$ cat config.mk
export PLATFORM = sky130hd
export DESIGN_NAME = dram_audio_demux_flat
export DESIGN_NICKNAME = d
export VERILOG_FILES = /design/src/rtl/dram_audio_demux_if.sv /design/src/rtl/dram_audio_demux.sv /design/src/flat_wrapper.sv
export SDC_FILE = /design/constraint.sdc
export NUM_CORES = 2
export LEC_CHECK = 0
export BUFFER_PORTS_ARGS = -buffer_cell sky130_fd_sc_hd__buf_4
export CAP_MARGIN = 20
export CELL_PAD_IN_SITES_DETAIL_PLACEMENT = 1
export CELL_PAD_IN_SITES_GLOBAL_PLACEMENT = 1
export CORE_ASPECT_RATIO = 0.8
export CORE_MARGIN = 2
export CORE_UTILIZATION = 55
export CTS_CLUSTER_DIAMETER = 60
export DETAILED_ROUTE_END_ITERATION = 7
export PLACE_DENSITY_LB_ADDON = 0.15
export SKIP_CTS_REPAIR_TIMING = 1
export SLEW_MARGIN = 15
export SYNTH_ARGS = -nofsm -noshare
export SYNTH_HDL_FRONTEND = slang
export SYNTH_SLANG_ARGS = --single-unit
$ cat constraint.sdc
create_clock -name clk -period 6.4 [get_ports clk]
set_input_delay 0.32 -clock clk [delete_from_list [all_inputs] [get_ports clk]]
set_output_delay 0.32 -clock clk [all_outputs]
set_load 0.005 [all_outputs]
$ cat src/rtl/dram_audio_demux_if.sv
// ============================================================================
// Module   : dram_audio_demux_if
// Purpose  : AXIS-style chunk stream carrying DRAM audio chunks and metadata.
// Revision : 1.0 - initial release
// ============================================================================
`default_nettype none

interface dram_audio_demux_if #(
  parameter int SAMPLE_WIDTH      = 16,
  parameter int SAMPLES_PER_CHUNK = 8,
  parameter int ADDR_WIDTH        = 24,
  parameter int PERIOD_WIDTH      = 14
);
  logic                                      chunk_tvalid;
  logic                                      chunk_tready;
  logic [SAMPLE_WIDTH*SAMPLES_PER_CHUNK-1:0] chunk_tdata;
  logic [ADDR_WIDTH-1:0]                     chunk_addr;
  logic [PERIOD_WIDTH-1:0]                   chunk_period;

  modport master (
    output chunk_tvalid, chunk_tdata, chunk_addr, chunk_period,
    input  chunk_tready
  );

  modport slave (
    input  chunk_tvalid, chunk_tdata, chunk_addr, chunk_period,
    output chunk_tready
  );
endinterface

`default_nettype wire

$ cat src/rtl/dram_audio_demux.sv
// ============================================================================
// Module   : dram_audio_demux
// Purpose  : Routes DRAM sample chunks to per-instrument FIFOs by address range
//            and plays one sample per instrument on every sample-period tick.
// Revision : 1.0 - initial release
// ============================================================================
`default_nettype none

module dram_audio_demux #(
  parameter int INSTRUMENT_COUNT  = 8,
  parameter int SAMPLE_WIDTH      = 16,
  parameter int SAMPLES_PER_CHUNK = 8,
  parameter int ADDR_WIDTH        = 24,
  parameter int PERIOD_WIDTH      = 14,
  parameter int FIFO_DEPTH        = 4
) (
  input  wire logic                                            clk,
  input  wire logic                                            rst,
  input  wire logic [INSTRUMENT_COUNT:0][ADDR_WIDTH-1:0]       addr_offsets,
  input  wire logic                                            addr_offsets_valid,
  dram_audio_demux_if.slave                                    chunk,
  input  wire logic [INSTRUMENT_COUNT-1:0]                     flush,
  output logic      [INSTRUMENT_COUNT-1:0][SAMPLE_WIDTH-1:0]   instrument_samples,
  output logic                                                 sample_tick,
  output logic      [INSTRUMENT_COUNT-1:0]                     underrun,
  output logic      [INSTRUMENT_COUNT-1:0]                     chunk_need,
  output logic      [15:0]                                     drop_count,
  output logic      [PERIOD_WIDTH-1:0]                         sample_period
);

  localparam int c_CHUNK_W = SAMPLE_WIDTH * SAMPLES_PER_CHUNK;
  localparam int c_CH_W    = (INSTRUMENT_COUNT > 1) ? $clog2(INSTRUMENT_COUNT) : 1;
  localparam int c_PTR_W   = $clog2(FIFO_DEPTH);
  localparam int c_OCC_W   = $clog2(FIFO_DEPTH + 1);
  localparam int c_IDX_W   = (SAMPLES_PER_CHUNK > 1) ? $clog2(SAMPLES_PER_CHUNK) : 1;

  localparam logic [PERIOD_WIDTH-1:0] c_PERIOD_ONE = PERIOD_WIDTH'(1);
  localparam logic [c_PTR_W-1:0]      c_PTR_ONE    = c_PTR_W'(1);
  localparam logic [c_OCC_W-1:0]      c_OCC_ONE    = c_OCC_W'(1);
  localparam logic [c_OCC_W-1:0]      c_OCC_FULL   = c_OCC_W'(FIFO_DEPTH);
  localparam logic [c_OCC_W-1:0]      c_OCC_HALF   = c_OCC_W'(FIFO_DEPTH / 2);
  localparam logic [c_IDX_W-1:0]      c_IDX_ONE    = c_IDX_W'(1);
  localparam logic [c_IDX_W-1:0]      c_IDX_LAST   = c_IDX_W'(SAMPLES_PER_CHUNK - 1);

  logic                        w_hit_any;
  logic [c_CH_W-1:0]           w_hit_idx;
  logic [INSTRUMENT_COUNT-1:0] w_full;
  logic                        w_tready;
  logic                        w_accept;
  logic                        w_push_any;
  logic                        w_drop;
  logic                        w_tick;
  logic [PERIOD_WIDTH-1:0]     r_cnt;

  // Scan downwards so the lowest matching channel wins on overlapping ranges.
  always_comb begin
    w_hit_any = 1'b0;
    w_hit_idx = '0;
    for (int i = INSTRUMENT_COUNT - 1; i >= 0; i--) begin
      if (addr_offsets_valid && (chunk.chunk_addr >= addr_offsets[i]) &&
          (chunk.chunk_addr < addr_offsets[i+1])) begin
        w_hit_any = 1'b1;
        w_hit_idx = c_CH_W'(i);
      end
    end
  end

  always_comb begin
    w_tready = 1'b0;
    if (addr_offsets_valid) begin
      if (w_hit_any) w_tready = !w_full[w_hit_idx] && !flush[w_hit_idx];
      else           w_tready = 1'b1;
    end
  end

  assign chunk.chunk_tready = w_tready;
  assign w_accept   = chunk.chunk_tvalid && w_tready;
  assign w_push_any = w_accept && w_hit_any;
  assign w_drop     = w_accept && !w_hit_any;
  assign w_tick     = (sample_period != '0) && (r_cnt >= (sample_period - c_PERIOD_ONE));

  always_ff @(posedge clk or negedge rst) begin
    if (!rst) begin
      r_cnt         <= '0;
      sample_period <= '0;
      sample_tick   <= 1'b0;
      drop_count    <= '0;
    end else begin
      sample_tick <= w_tick;
      if (w_push_any) sample_period <= chunk.chunk_period;
      // A '>=' compare lets a shrinking period fire immediately instead of wrapping.
      if ((sample_period == '0) || w_tick) r_cnt <= '0;
      else                                 r_cnt <= r_cnt + c_PERIOD_ONE;
      if (w_drop && (drop_count != 16'hFFFF)) drop_count <= drop_count + 16'd1;
    end
  end

  for (genvar i = 0; i < INSTRUMENT_COUNT; i++) begin : g_channel
    localparam logic [c_CH_W-1:0] c_ID = c_CH_W'(i);

    logic [c_CHUNK_W-1:0]    r_mem [FIFO_DEPTH];
    logic [c_PTR_W-1:0]      r_wr;
    logic [c_PTR_W-1:0]      r_rd;
    logic [c_OCC_W-1:0]      r_occ;
    logic [c_IDX_W-1:0]      r_idx;
    logic [SAMPLE_WIDTH-1:0] r_sample;
    logic                    r_underrun;
    logic                    r_need;
    logic                    w_push;
    logic                    w_pop;
    logic                    w_empty;
    logic [c_OCC_W-1:0]      w_occ_next;
    logic [SAMPLE_WIDTH-1:0] w_cur;

    assign w_empty   = (r_occ == '0);
    assign w_full[i] = (r_occ == c_OCC_FULL);
    assign w_push    = w_push_any && (w_hit_idx == c_ID) && !flush[i];
    assign w_pop     = w_tick && !w_empty && (r_idx == c_IDX_LAST);
    assign w_cur     = r_mem[r_rd][r_idx*SAMPLE_WIDTH +: SAMPLE_WIDTH];

    always_comb begin
      w_occ_next = r_occ;
      if (flush[i])             w_occ_next = '0;
      else if (w_push && !w_pop) w_occ_next = r_occ + c_OCC_ONE;
      else if (!w_push && w_pop) w_occ_next = r_occ - c_OCC_ONE;
    end

    always_ff @(posedge clk) begin
      if (w_push) r_mem[r_wr] <= chunk.chunk_tdata;
    end

    always_ff @(posedge clk or negedge rst) begin
      if (!rst) begin
        r_wr       <= '0;
        r_rd       <= '0;
        r_occ      <= '0;
        r_idx      <= '0;
        r_sample   <= '0;
        r_underrun <= 1'b0;
        r_need     <= 1'b1;
      end else begin
        r_underrun <= 1'b0;
        r_occ      <= w_occ_next;
        r_need     <= (w_occ_next < c_OCC_HALF);
        if (flush[i]) begin
          r_wr     <= '0;
          r_rd     <= '0;
          r_idx    <= '0;
          r_sample <= '0;
        end else begin
          if (w_push) r_wr <= r_wr + c_PTR_ONE;
          if (w_tick) begin
            if (!w_empty) begin
              r_sample <= w_cur;
              if (w_pop) begin
                r_rd  <= r_rd + c_PTR_ONE;
                r_idx <= '0;
              end else begin
                r_idx <= r_idx + c_IDX_ONE;
              end
            end else begin
              r_sample   <= '0;
              r_underrun <= 1'b1;
            end
          end
        end
      end
    end

    assign instrument_samples[i] = r_sample;
    assign underrun[i]           = r_underrun;
    assign chunk_need[i]         = r_need;
  end

endmodule

`default_nettype wire

$ cat src/flat_wrapper.sv
// flat-port wrapper written by rule: the top's interface ports become plain ports
module dram_audio_demux_flat 
#(
  parameter int INSTRUMENT_COUNT  = 8,
  parameter int SAMPLE_WIDTH      = 16,
  parameter int SAMPLES_PER_CHUNK = 8,
  parameter int ADDR_WIDTH        = 24,
  parameter int PERIOD_WIDTH      = 14,
  parameter int FIFO_DEPTH        = 4
)
  (clk, rst, addr_offsets, addr_offsets_valid, flush, instrument_samples, sample_tick, underrun, chunk_need, drop_count, sample_period, chunk_chunk_tvalid, chunk_chunk_tdata, chunk_chunk_addr, chunk_chunk_period, chunk_chunk_tready);
  dram_audio_demux_if #(.SAMPLE_WIDTH(SAMPLE_WIDTH), .SAMPLES_PER_CHUNK(SAMPLES_PER_CHUNK), .ADDR_WIDTH(ADDR_WIDTH), .PERIOD_WIDTH(PERIOD_WIDTH)) chunk_i ();
  input  wire logic clk;
  input  wire logic rst;
  input  wire logic [INSTRUMENT_COUNT:0][ADDR_WIDTH-1:0] addr_offsets;
  input  wire logic addr_offsets_valid;
  input  wire logic [INSTRUMENT_COUNT-1:0] flush;
  output logic      [INSTRUMENT_COUNT-1:0][SAMPLE_WIDTH-1:0] instrument_samples;
  output logic sample_tick;
  output logic      [INSTRUMENT_COUNT-1:0] underrun;
  output logic      [INSTRUMENT_COUNT-1:0] chunk_need;
  output logic      [15:0] drop_count;
  output logic      [PERIOD_WIDTH-1:0] sample_period;
  input wire logic [$bits(chunk_i.chunk_tvalid)-1:0] chunk_chunk_tvalid;
  input wire logic [$bits(chunk_i.chunk_tdata)-1:0] chunk_chunk_tdata;
  input wire logic [$bits(chunk_i.chunk_addr)-1:0] chunk_chunk_addr;
  input wire logic [$bits(chunk_i.chunk_period)-1:0] chunk_chunk_period;
  output wire logic [$bits(chunk_i.chunk_tready)-1:0] chunk_chunk_tready;
  assign chunk_i.chunk_tvalid = chunk_chunk_tvalid;
  assign chunk_i.chunk_tdata = chunk_chunk_tdata;
  assign chunk_i.chunk_addr = chunk_chunk_addr;
  assign chunk_i.chunk_period = chunk_chunk_period;
  assign chunk_chunk_tready = chunk_i.chunk_tready;
  dram_audio_demux #(.INSTRUMENT_COUNT(INSTRUMENT_COUNT), .SAMPLE_WIDTH(SAMPLE_WIDTH), .SAMPLES_PER_CHUNK(SAMPLES_PER_CHUNK), .ADDR_WIDTH(ADDR_WIDTH), .PERIOD_WIDTH(PERIOD_WIDTH), .FIFO_DEPTH(FIFO_DEPTH)) u_core (.clk(clk), .rst(rst), .addr_offsets(addr_offsets), .addr_offsets_valid(addr_offsets_valid), .chunk(chunk_i), .flush(flush), .instrument_samples(instrument_samples), .sample_tick(sample_tick), .underrun(underrun), .chunk_need(chunk_need), .drop_count(drop_count), .sample_period(sample_period));
endmodule
==> impl_metrics.csv <==
group,metric,value,unit
timing,setup_viol,0,
logic_synthesis,synthMuxAreaShare,17.7,%
setup_path,reg2reg_depth,15,
setup_path,r2r_slack,1210,ps
setup_path,startpoint,"u_core.sample_period[3]",
grt,antenna_found_initial,86,
timing,min_period,5190,ps
grt,grt_start_max_net_pins,118,
clock_tree,clockBufferDepth,4,
power_and_ir_drop,p_sw,0.0125,W
grt,grt_overflow,0,
setup_path,timing.rr.start,"u_core.sample_period[3]",
logic_synthesis,synthAdderAreaFrac,2.23,%
routing,avgRoutedWirePerCell,37.9,um
logic_synthesis,synth_nets,8597,
setup_path,crit_arrival,5980,ps
setup_path,path_cells,"or3_1, or3b_2, or3_1, xor2_1, ha_1, nand4_1, o21a_1, o21ai_0, and2_4, buf_4, and3_1, nand2_1, mux2i_1, xor2_1, a21oi_1",
setup_path,startpoint_type,"register",
layout,nets,9559,
grt,track_usage,32.0,%
logic_synthesis,yosysSeqAreaShare,75.0,%
placed_design,globalplace.congestion,0.894,
setup_path,crit_cells,15,
timing,setup_tns,0,ps
routing,vias,88900,
power_and_ir_drop,finalPower,0.0589,W
power_and_ir_drop,switching_share,21.3,%
logic_synthesis,postSynthCellCount,7899,
grt,grt_pass1_wl,711000,um
routing,drc,0,
logic_synthesis,synthSimpleGateAreaFrac,1.76,%
power_and_ir_drop,power.leakage,64.4,nW
floorplanning,die_w,631,um
setup_path,end_kind,"register",
timing,hold_viol,5,
clock_tree,clk_pin_slew_worst_paths,60,ps
floorplanning,die_area,0.319,mm^2
power_and_ir_drop,irDropWorstVdd,0.000270,V
logic_synthesis,synth_top_family_by_area,"multiplexers",
logic_synthesis,synth_compound_area_share,1.54,%
setup_path,required,7190,ps
logic_synthesis,synth-seq-cells,4365,
flow_run,maxCapViolations,0,
layout,syn2layout_area_growth,15.1,%
placed_design,dpl.hpwl,305000,um
routing,drtPass1Iterations,6,
timing,holdWs,-6.58,ps
routing,viasPerCell,6.63,
layout,drive_gt1_share,30.4,%
timing,max-slew-margin-rel,18.5,%
setup_path,endpoint,"u_core.g_channel[2].r_need",
timing,rsz0062_at_grt,"false",
setup_path,crit_family,"simple AND/OR/NAND/NOR gates",
logic_synthesis,synth_warnings,0,
logic_synthesis,async_reset_ff_share,6.16,%
timing,fmaxAchievable,193,MHz
clock_tree,h-tree-depth,5,
floorplanning,ios,570,
status,status,"finished with violations",
logic_synthesis,synth_cell_types,88,
setup_path,critPathSlowestCell,"and2_4",
routing,drt-total-wl,509000,um
status,violations,"hold timing",
logic_synthesis,postSynthAreaPerCell,21.9,um^2
timing,finClkSkew,75.3,ps
clock_tree,cts_num_sinks,4365,
power_and_ir_drop,seqPwrFrac,53.6,%
setup_path,crit_buf_inv,1,
power_and_ir_drop,internal_power,0.0464,W
timing,period_share,81.1,%
logic_synthesis,netlist_area,0.173,mm^2
logic_synthesis,ys.flop_type,"edfxtp_1",
floorplanning,placementRows,184,
setup_path,r2r_end,"u_core.g_channel[2].r_need",
power_and_ir_drop,power_density,296,mW/mm^2
clock_tree,root_buffer,"clkbuf_16",
floorplanning,start_util,55.2,%
timing,slew_violations,0,
logic_synthesis,synth_xor_area_share,0.374,%
setup_path,critPathMaxFanout,39,
setup_path,cp_slowest_stage_delay,830,ps
setup_path,crit_type,"reg -> reg",
routing,drtIter0Drc,13100,
floorplanning,die_h,506,um
clock_tree,cts_buffers,418,
placed_design,port_buffers,569,
timing,tightest_slew,1200,ps
clock_tree,cts_tree,"built",
logic_synthesis,synth_edf_count,4096,
floorplanning,core-area,0.314,mm^2
grt,grt_pass1_vias,91000,
clock_tree,clock_latency,960,ps
power_and_ir_drop,clkPwrFrac,42.1,%
worst_hold_path,hold_path_class,"in -> reg",
routing,ant_nets,0,
power_and_ir_drop,combinationalPowerShare,4.3,%
## layout make-up
class / instances / area [um^2]
multi-input combinational: 2886 / 41000
inverter: 268 / 1010
antenna: 17 / 42.5
timing repair buffer: 922 / 8570
clock buffer: 543 / 11300
tap: 4185 / 5240
sequential: 4365 / 130000
fill: 25300 / 114000
clock inverter: 232 / 2310
## power groups by stage
stage	logic, W	clock network (W)	registers, W
floorplan	0.000886	0	0.0321
global placement	0.00230	0	0.0321
detailed placement	0.00242	0	0.0322
CTS	0.00244	0.0251	0.0316
global route	0.00269	0.0260	0.0316
finish	0.00253	0.0248	0.0316
## worst min-delay path by stage
stage | from | to | slack [ps] | cells past startpoint
after floorplan | rst | u_core.drop_count[0] | 20 | 0
after global placement | rst | u_core.drop_count[8] | 340 | 1
after detailed placement | rst | u_core.drop_count[8] | 350 | 1
after CTS | rst | u_core.drop_count[8] | -640 | 1
after global routing | chunk_chunk_tdata[74] | u_core.g_channel[3].r_mem[3][74] | 4 | 1
final | chunk_chunk_tdata[66] | u_core.g_channel[0].r_mem[2][66] | -7 | 1
## stage by stage
| step | cells | setup WS, ps | utilization (%) | hold slack [ps] | area (um^2) |
|---|---|---|---|---|---|
| 6_report | 13400 | 1210 | 63.5 | -6.58 | 199000 |
| 5_1_grt | 13400 | 851 | 63.5 | 3.76 | 199000 |
| 4_1_cts | 13300 | 1160 | 63.1 | -638 | 198000 |
| 3_5_place_dp | 12500 | 656 | 58.7 | 347 | 184000 |
| 3_3_place_gp | 12500 | 857 | 58.7 | 342 | 184000 |
| 2_1_floorplan | 7899 | 1010 | - | 24.4 | 173000 |
## placed cells by master (no fill, tap or decap), drive strengths merged, types with 6 or more instances in the layout
master       count
a211oi          21
a21o            22
a21oi          114
a221oi           9
and2            37
and3            14
buf            779
bufinv          42
clkbuf         543
clkinv         167
clkinvlp        16
dfrtp          261
dfstp            8
diode           17
dlygate4sd3    143
edfxtp        4096
ha             304
inv            275
mux2            21
mux2i          146
mux4          1280
nand2          256
nand2b          15
nand3           42
nand4           41
nor2           135
nor2b           10
nor3            24
nor3b           22
nor4            13
o211ai           9
o21a            14
o21ai          179
o221ai           7
o31ai            8
or3              6
xnor2           48
xor2            26
## metal layers
layer / vias up / global-route usage, % / routed length (um)
li1: 34800 / - / -
met1: 48200 / 47.8 / 204000
met2: 5229 / 48.1 / 234000
met3: 714 / 7.61 / 55700
met4: 36 / 9.00 / 15000
met5: - / 0 / 246
## cells in the mapped netlist (all sizes together) (114+ instances only)
| cell type | instances | area share, % |
|---|---|---|
| o21ai | 179 | 0.54 |
| inv | 268 | 0.58 |
| ha | 304 | 2.2 |
| nor2 | 135 | 0.29 |
| buf | 143 | 0.37 |
| mux4 | 1280 | 17 |
| mux2i | 146 | 0.85 |
| a21oi | 114 | 0.34 |
| edfxtp | 4096 | 71 |
| nand2 | 256 | 0.56 |
| clkbuf | 237 | 0.51 |
| dfrtp | 261 | 3.8 |
## logic make-up (layout without fill, tap and decap cells)
group	count (synthesis)	after routing
fa+ha+maj	309	309
other cells	0	17
mux	1447	1447
compound gates	423	423
flops	4365	4365
xor+xnor	74	74
buf+inv	648	1965
simple gates	633	633
## flip-flops by register name (all words and copies together) (netlist names)
| register | flops |
|---|---|
| u_core.g_channel.r_rd | 16 |
| u_core.r_cnt | 14 |
| u_core.drop_count | 16 |
| u_core.g_channel.r_need | 8 |
| u_core.g_channel.r_underrun | 8 |
| u_core.sample_tick | 1 |
| u_core.sample_period | 14 |
| u_core.g_channel.r_wr | 16 |
| u_core.g_channel.r_idx | 24 |
| u_core.g_channel.r_occ | 24 |
| u_core.g_channel.r_mem | 4096 |
| u_core.g_channel.r_sample | 128 |
Power figures use the tool's default switching activity.
